===== src/rtl/pong_game_sm_param.sv =====
// Pong game controller: holds game state, ball kinematics, paddle positions
// and scores. Motion advances only on the one-cycle frame_tick strobe.
module pong_game_sm_param #(
    parameter int FIELD_W       = 640,
    parameter int FIELD_H       = 480,
    parameter int PADDLE_W      = 8,
    parameter int PADDLE_H      = 64,
    parameter int PADDLE_OFFSET = 16,
    parameter int BALL_SIZE     = 8,
    parameter int PADDLE_SPEED  = 4,
    parameter int BALL_SPEED_X  = 2,
    parameter int BALL_SPEED_Y  = 2,
    parameter int SERVE_DELAY   = 60,
    parameter int WIN_SCORE     = 9
) (
    input  logic       clk,
    input  logic       reset_n,
    input  logic       frame_tick,
    input  logic       start_game,
    input  logic       pause,
    input  logic [1:0] player_left_input,
    input  logic [1:0] player_right_input,
    output logic [9:0] ball_pos_x,
    output logic [9:0] ball_pos_y,
    output logic [9:0] player_left_pos,
    output logic [9:0] player_right_pos,
    output logic [3:0] score_left,
    output logic [3:0] score_right,
    output logic       game_running,
    output logic       game_over_signal,
    output logic       point_scored,
    output logic [2:0] state
);

    typedef enum logic [2:0] {
        IDLE      = 3'd0,
        SERVE     = 3'd1,
        PLAY      = 3'd2,
        PAUSE     = 3'd3,
        POINT     = 3'd4,
        GAME_OVER = 3'd5
    } state_t;

    // Geometry is widened to 11 bits so sums near the field edge never wrap.
    localparam logic [10:0] BALL_CX      = 11'((FIELD_W - BALL_SIZE) / 2);
    localparam logic [10:0] BALL_CY      = 11'((FIELD_H - BALL_SIZE) / 2);
    localparam logic [10:0] PAD_CENTRE   = 11'((FIELD_H - PADDLE_H) / 2);
    localparam logic [10:0] PAD_MAX      = 11'(FIELD_H - PADDLE_H);
    localparam logic [10:0] PAD_SPEED    = 11'(PADDLE_SPEED);
    localparam logic [10:0] PAD_HEIGHT   = 11'(PADDLE_H);
    localparam logic [10:0] BALL_SZ      = 11'(BALL_SIZE);
    localparam logic [10:0] SPEED_X      = 11'(BALL_SPEED_X);
    localparam logic [10:0] SPEED_Y      = 11'(BALL_SPEED_Y);
    localparam logic [10:0] FIELD_HEIGHT = 11'(FIELD_H);
    localparam logic [10:0] LEFT_PLANE   = 11'(PADDLE_OFFSET + PADDLE_W);
    localparam logic [10:0] RIGHT_PLANE  = 11'(FIELD_W - PADDLE_OFFSET - PADDLE_W - BALL_SIZE);
    localparam logic [15:0] SERVE_LAST   = 16'((SERVE_DELAY > 0) ? SERVE_DELAY - 1 : 0);
    localparam logic [3:0]  WIN          = 4'(WIN_SCORE);

    state_t      state_q, state_d;
    logic [9:0]  ball_x, ball_y, pad_l, pad_r;
    logic        dir_left, dir_down;
    logic [3:0]  score_l, score_r;
    logic [15:0] serve_cnt;
    logic        left_scored;

    logic [10:0] ball_x_ext, ball_y_ext, pad_l_ext, pad_r_ext;
    logic [9:0]  ball_x_nxt, ball_y_nxt, pad_l_nxt, pad_r_nxt;
    logic        dir_left_nxt, dir_down_nxt, miss_left, miss_right;
    logic [3:0]  scorer_total;
    logic        running_d, over_d, point_d;

    function automatic logic [9:0] paddle_step(input logic [9:0] pos, input logic [1:0] dir);
        logic [10:0] p;
        logic [10:0] r;
        p = {1'b0, pos};
        r = p;
        if (dir == 2'b10)
            r = (p <= PAD_SPEED) ? 11'd0 : p - PAD_SPEED;
        else if (dir == 2'b01)
            r = (p + PAD_SPEED >= PAD_MAX) ? PAD_MAX : p + PAD_SPEED;
        return 10'(r);
    endfunction

    function automatic logic overlaps(input logic [10:0] y, input logic [10:0] p);
        return (y + BALL_SZ > p) && (y < p + PAD_HEIGHT);
    endfunction

    assign ball_x_ext   = {1'b0, ball_x};
    assign ball_y_ext   = {1'b0, ball_y};
    assign pad_l_ext    = {1'b0, pad_l};
    assign pad_r_ext    = {1'b0, pad_r};
    assign pad_l_nxt    = paddle_step(pad_l, player_left_input);
    assign pad_r_nxt    = paddle_step(pad_r, player_right_input);
    assign scorer_total = left_scored ? score_l + 4'd1 : score_r + 4'd1;

    // Candidate ball position for this frame, using pre-update ball and paddles.
    always_comb begin
        ball_x_nxt   = ball_x;
        ball_y_nxt   = ball_y;
        dir_left_nxt = dir_left;
        dir_down_nxt = dir_down;
        miss_left    = 1'b0;
        miss_right   = 1'b0;
        if (dir_down) begin
            if (ball_y_ext + BALL_SZ + SPEED_Y >= FIELD_HEIGHT) begin
                ball_y_nxt   = 10'(FIELD_HEIGHT - BALL_SZ);
                dir_down_nxt = 1'b0;
            end else begin
                ball_y_nxt = 10'(ball_y_ext + SPEED_Y);
            end
        end else begin
            if (ball_y_ext <= SPEED_Y) begin
                ball_y_nxt   = 10'd0;
                dir_down_nxt = 1'b1;
            end else begin
                ball_y_nxt = 10'(ball_y_ext - SPEED_Y);
            end
        end
        if (dir_left) begin
            if (ball_x_ext <= LEFT_PLANE + SPEED_X) begin
                if (overlaps(ball_y_ext, pad_l_ext)) begin
                    ball_x_nxt   = 10'(LEFT_PLANE);
                    dir_left_nxt = 1'b0;
                end else begin
                    miss_left = 1'b1;
                end
            end else begin
                ball_x_nxt = 10'(ball_x_ext - SPEED_X);
            end
        end else begin
            if (ball_x_ext + SPEED_X >= RIGHT_PLANE) begin
                if (overlaps(ball_y_ext, pad_r_ext)) begin
                    ball_x_nxt   = 10'(RIGHT_PLANE);
                    dir_left_nxt = 1'b1;
                end else begin
                    miss_right = 1'b1;
                end
            end else begin
                ball_x_nxt = 10'(ball_x_ext + SPEED_X);
            end
        end
    end

    // State register.
    always_ff @(posedge clk or negedge reset_n) begin
        if (!reset_n) state_q <= IDLE;
        else          state_q <= state_d;
    end

    // Next-state logic; pause takes priority over a coincident frame tick.
    always_comb begin
        state_d = state_q;
        case (state_q)
            IDLE:      if (start_game) state_d = SERVE;
            SERVE:     if (frame_tick && serve_cnt >= SERVE_LAST) state_d = PLAY;
            PLAY: begin
                if (pause)                                     state_d = PAUSE;
                else if (frame_tick && (miss_left || miss_right)) state_d = POINT;
            end
            PAUSE:     if (pause) state_d = PLAY;
            POINT:     state_d = (scorer_total == WIN) ? GAME_OVER : SERVE;
            GAME_OVER: if (start_game) state_d = SERVE;
            default:   state_d = IDLE;
        endcase
    end

    // Status flags are decoded from the next state so they line up with state.
    always_comb begin
        running_d = (state_d == SERVE) || (state_d == PLAY) || (state_d == PAUSE);
        over_d    = (state_d == GAME_OVER);
        point_d   = (state_d == POINT);
    end

    // Registered status flags.
    always_ff @(posedge clk or negedge reset_n) begin
        if (!reset_n) begin
            game_running     <= 1'b0;
            game_over_signal <= 1'b0;
            point_scored     <= 1'b0;
        end else begin
            game_running     <= running_d;
            game_over_signal <= over_d;
            point_scored     <= point_d;
        end
    end

    // Ball, paddle, score and serve-timer updates for each state.
    always_ff @(posedge clk or negedge reset_n) begin
        if (!reset_n) begin
            ball_x      <= 10'(BALL_CX);
            ball_y      <= 10'(BALL_CY);
            pad_l       <= 10'(PAD_CENTRE);
            pad_r       <= 10'(PAD_CENTRE);
            dir_left    <= 1'b1;
            dir_down    <= 1'b1;
            score_l     <= 4'd0;
            score_r     <= 4'd0;
            serve_cnt   <= 16'd0;
            left_scored <= 1'b0;
        end else begin
            case (state_q)
                IDLE: begin
                    if (start_game) begin
                        score_l   <= 4'd0;
                        score_r   <= 4'd0;
                        serve_cnt <= 16'd0;
                    end
                end
                SERVE: begin
                    if (frame_tick) begin
                        pad_l     <= pad_l_nxt;
                        pad_r     <= pad_r_nxt;
                        serve_cnt <= serve_cnt + 16'd1;
                    end
                end
                PLAY: begin
                    if (frame_tick && !pause) begin
                        pad_l    <= pad_l_nxt;
                        pad_r    <= pad_r_nxt;
                        ball_x   <= ball_x_nxt;
                        ball_y   <= ball_y_nxt;
                        dir_left <= dir_left_nxt;
                        dir_down <= dir_down_nxt;
                        if (miss_left || miss_right) left_scored <= miss_right;
                    end
                end
                POINT: begin
                    if (left_scored) score_l <= scorer_total;
                    else             score_r <= scorer_total;
                    ball_x    <= 10'(BALL_CX);
                    ball_y    <= 10'(BALL_CY);
                    dir_left  <= ~left_scored;
                    dir_down  <= 1'b1;
                    serve_cnt <= 16'd0;
                end
                GAME_OVER: begin
                    if (start_game) begin
                        score_l   <= 4'd0;
                        score_r   <= 4'd0;
                        pad_l     <= 10'(PAD_CENTRE);
                        pad_r     <= 10'(PAD_CENTRE);
                        serve_cnt <= 16'd0;
                    end
                end
                default: ;
            endcase
        end
    end

    assign ball_pos_x       = ball_x;
    assign ball_pos_y       = ball_y;
    assign player_left_pos  = pad_l;
    assign player_right_pos = pad_r;
    assign score_left       = score_l;
    assign score_right      = score_r;
    assign state            = state_q;

endmodule


===== config.mk =====
export PLATFORM = sky130hd
export DESIGN_NAME = pong_game_sm_param
export DESIGN_NICKNAME = d
export VERILOG_FILES = /design/src/rtl/pong_game_sm_param.sv
export SDC_FILE = /design/constraint.sdc
export NUM_CORES = 1
export LEC_CHECK = 0
export ABC_AREA = 1
export ABC_CLOCK_PERIOD_IN_PS = 5350
export BUFFER_PORTS_ARGS = -buffer_cell sky130_fd_sc_hd__buf_2
export CELL_PAD_IN_SITES_DETAIL_PLACEMENT = 1
export CELL_PAD_IN_SITES_GLOBAL_PLACEMENT = 1
export CORE_MARGIN = 3
export CORE_UTILIZATION = 48
export CTS_BUF_LIST = sky130_fd_sc_hd__clkbuf_4 sky130_fd_sc_hd__clkbuf_8
export DETAILED_ROUTE_END_ITERATION = 8
export PLACE_DENSITY_LB_ADDON = 0.1
export REMOVE_ABC_BUFFERS = 1
export SYNTH_ARGS = -nofsm -noshare
export SYNTH_HDL_FRONTEND = slang
export SYNTH_SLANG_ARGS = --single-unit

===== constraint.sdc =====
create_clock -name clk -period 5.35 [get_ports clk]
set_input_delay 0.8025 -clock clk [delete_from_list [all_inputs] [get_ports clk]]
set_output_delay 0.8025 -clock clk [all_outputs]
set_load 0.02 [all_outputs]

==> results by group <==
Synth
  • Syn avg cell area: 7.082 um^2
  • Gate Count Post-Synth: roughly 900
  • Seq/Total Area, Yosys: between 20% and 30%
  • Flops & latches, synth: between 60 and 70
  • Synth area leader: dfrtp_1
  • Synthesized area: between 6000 and 7000 um^2
  • Yosys cell types: 56
  • Synth warnings: 0
  • Area contributors post-synth: dfrtp_1, nand2_1, ha_1
  • Share of the synthesized area in the top cell type: approximately 20%

Timing
  • Fmax: between 300 and 400 MHz
  • Hold slack: about 0.50 ns
  • Worst Skew: around 0.0072 ns
  • Final setup violation count: 0
  • Final Hold Fails: 0
  • Slew @ Worst Pin: between 0.9 and 1 ns
  • Setup TNS: 0 ns
  • RSZ-0062 raised after global routing: no
  • Tmin final: just over 3 ns
  • Max-slew violations: 0
  • Worst rel slew slack: about 40%
  • Final period util: between 50% and 60%

Flow run
  • MaxCap Viol Count: 0

Setup path
  • Critical path class: flop to flop
  • Crit-path cells: ha_1 -> nand2_4 -> nor3_2 -> nand2_1 -> nand2_2 -> inv_2 -> ha_1 -> nand3_1 -> nand2_1 -> nor3b_1 -> nand2_1 -> nand2_1 -> nand3_2 -> nand2_4 -> nand2_4 -> nand3_1 -> nand2_1
  • Slowest-stage cell, CP: dfrtp_1
  • Crit path DAT: 3.27 ns
  • R2R Setup Slk: about 2.3 ns
  • Crit end category: flop
  • CP Launch Type: flop
  • Critical path's largest stage delay: ~0.63 ns
  • Crit-path max FO: 13
  • Cell with the most instances on the worst path: nand2_1
  • Worst Path Required: 5.59 ns

Drt
  • Wire length per cell: 16.57 um
  • Remaining DRCs: 0
  • Initial DRT Pass Iterations: 4
  • Final antenna-violating net count: 0
  • Vias: slightly above 6000
  • Starting DRT DRC Count: approximately 270
  • Vias/cell: roughly 5.5
  • Detailed Route WL: ~18 mm

Outcome
  • Status: finished clean

Clocking
  • Total clock sinks: 67
  • Hold_buf cts: 0
  • Clock Tree Buf Depth: 2
  • Post-CTS Setup Inserts: 0
  • Post_cts resized: 0
  • CTS tree: yes
  • H-tree depth: 3
  • Total CTS buffers: 9
  • Root buf cell: clkbuf_8
  • Worst-Skew Late Latency: roughly 0.36 ns
  • Worst-path clk slew: ~0.08 ns

Power and ir drop
  • P_sw: approximately 2.1 mW
  • Pwr Density: between 500 and 600 nW/um^2
  • Flop pwr share: a little over a quarter
  • VDD IR max: around 0.35 mV
  • Sw frac: a little over half
  • Combinational share of power: between 60 and 70%
  • Total Power: between 3 and 4 mW
  • Pint: between 1.5 and 2 mW
  • Clock power frac: approximately 11%
  • Leak: roughly 3.5 nW

Global route
  • First-pass GRT wire length: between 30 and 40 mm
  • Largest net degree at the start of global routing: 68
  • Vias in the first global route: between 6000 and 7000
  • Initial antenna violation count: 0
  • GR Overflow Total: 0
  • GRT Util Overall: a little over a quarter

Cells and area
  • Final nets: roughly 1000
  • Share of cells above drive strength 1: 17.45%
  • ANT cells: 0
  • Synth-to-layout area growth: 9.355%

Place
  • I/O Buffers: 56
  • Dpl hpwl: between 10 and 15 mm
  • Gpl congestion: around 0.91

Die
  • Chip width: 120.1 um
  • Die area: roughly 14000 um^2
  • Starting Density: about half
  • Total core area: between 10000 and 15000 um^2
  • # IOs: 63
  • Die height: 120.1 um
  • Row cnt: 41

Worst hold path
  • Hold crit path type: flop to flop
-- cell usage after synthesis (all sizes together) --
cell type,number
a211o,1
a211oi,2
a21o,3
a21oi,34
a22oi,7
a2bb2oi,2
a31oi,6
buf,16
clkbuf,4
clkinv,2
conb,1
dfrtp,49
dfstp,18
ha,53
inv,124
mux2i,1
nand2,220
nand3,73
nand3b,2
nand4,17
nor2,100
nor3,18
nor3b,2
nor4,4
o2111ai,1
o211ai,2
o21a,3
o21ai,61
o21bai,3
o22ai,3
o31ai,1
o32ai,2
or2,1
xnor2,9
xor2,37
-- through the flow --
step / setup slack (ns) / std cells / util, % / instance area, um^2
floorplan: 2.700 / 867 / - / 6135
global placement: 2.550 / 1096 / 52.38 / 6638
detailed placement: 2.387 / 1096 / 52.38 / 6638
CTS: 2.327 / 1112 / 53.91 / 6830
global route: 2.066 / 1112 / 53.91 / 6830
finish: 2.329 / 1112 / 53.91 / 6830
-- state kept, by name, summed over array words and instances, names as in the netlist --
name              cells
ball_pos_x            9
ball_pos_y            9
score_right           4
player_right_pos      8
point_scored          1
dir_down              1
serve_cnt            16
dir_left              1
left_scored           1
score_left            4
player_left_pos       8
game_running          1
state                 3
game_over_signal      1
-- layout by cell type (no fill, tap or decap), types with 3 or more instances in the layout --
| cell type | n |
|---|---|
| nand2_1 | 203 |
| inv_1 | 105 |
| nor2_1 | 85 |
| nand3_1 | 64 |
| buf_2 | 56 |
| ha_1 | 53 |
| o21ai_0 | 50 |
| dfrtp_1 | 49 |
| xor2_1 | 36 |
| a21oi_1 | 32 |
| inv_2 | 18 |
| dfstp_2 | 18 |
| nand4_1 | 17 |
| nor3_1 | 15 |
| nand2_2 | 12 |
| xnor2_1 | 9 |
| o21ai_1 | 9 |
| clkbuf_8 | 9 |
| nor2_2 | 8 |
| nand3_2 | 7 |
| a22oi_1 | 7 |
| nor2_4 | 6 |
| a31oi_1 | 6 |
| conb_1 | 6 |
| nand2_4 | 5 |
| o21a_1 | 3 |
| nor4_1 | 3 |
| o21bai_1 | 3 |
| a21o_1 | 3 |
| o22ai_1 | 3 |
| clkinv_2 | 3 |
-- power groups by stage --
stage / Combinational (mW) / Sequential, mW / Clock [mW]
finish: 2.41 / 1.03 / 0.430
detailed placement: 2.39 / 1.03 / 0
floorplan: 1.58 / 1.11 / 0
global placement: 2.28 / 1.02 / 0
global route: 2.73 / 1.06 / 0.464
CTS: 2.42 / 1.02 / 0.442
-- path summary, 6_finish.rpt --
kind | start | endpoint | depth (start not counted)
max in group asynchronous | reset_n | serve_cnt[2]$_DFFE_PN0P_ | 2
min in group asynchronous | reset_n | player_right_pos[8]$_DFFE_PN0P_ | 2
worst min register to register | ball_pos_x[8]$_DFFE_PN1P_ | ball_pos_x[8]$_DFFE_PN1P_ | 2
worst max register to register | ball_pos_y[4]$_DFFE_PN0P_ | ball_pos_x[6]$_DFFE_PN0P_ | 17
worst max-delay path | ball_pos_y[4]$_DFFE_PN0P_ | ball_pos_x[6]$_DFFE_PN0P_ | 17
worst min-delay path | ball_pos_x[8]$_DFFE_PN1P_ | ball_pos_x[8]$_DFFE_PN1P_ | 2
-- cells by family after synthesis --
logic type,Yosys count,share of synthesized area (%)
AO/OA/AOI/OAI,131,12.48
AND/OR/NAND/NOR,437,33.21
XOR/XNOR,46,6.571
buffers and inverters,146,9.696
adder cells (fa/ha/maj),53,10.62
other,1,0.06004
flip-flops,67,27.20
multiplexers,1,0.1603
-- critical path: cells and delay by family (launching register included) --
family / cells / cell delay (ns)
adders and majority gates: 2 / 0.67
buffers and inverters: 1 / 0.05
DFF: 1 / 0.63
and+or+nand+nor: 14 / 1.55
-- metal layers --
metal  global-route usage, %  up-vias  part of all wire (%)
met5                       0        -                     0
met4                   8.232        0                   1.5
met3                   3.299       19                   4.0
met2                   46.79       97                    50
met1                   34.73     2987                    44
li1                        -     2969                     -
-- area by class of cell --
class,instances,area (um^2)
Clock buffer,9,123.9
Clock inverter,7,68.82
Fill cell,1717,5841
Inverter,126,475.5
Multi-Input combinational cell,674,3960
Sequential cell,67,1699
Tap cell,172,215.2
Timing Repair Buffer,57,287.8
Note: power is estimated with default switching activity, not from simulation.
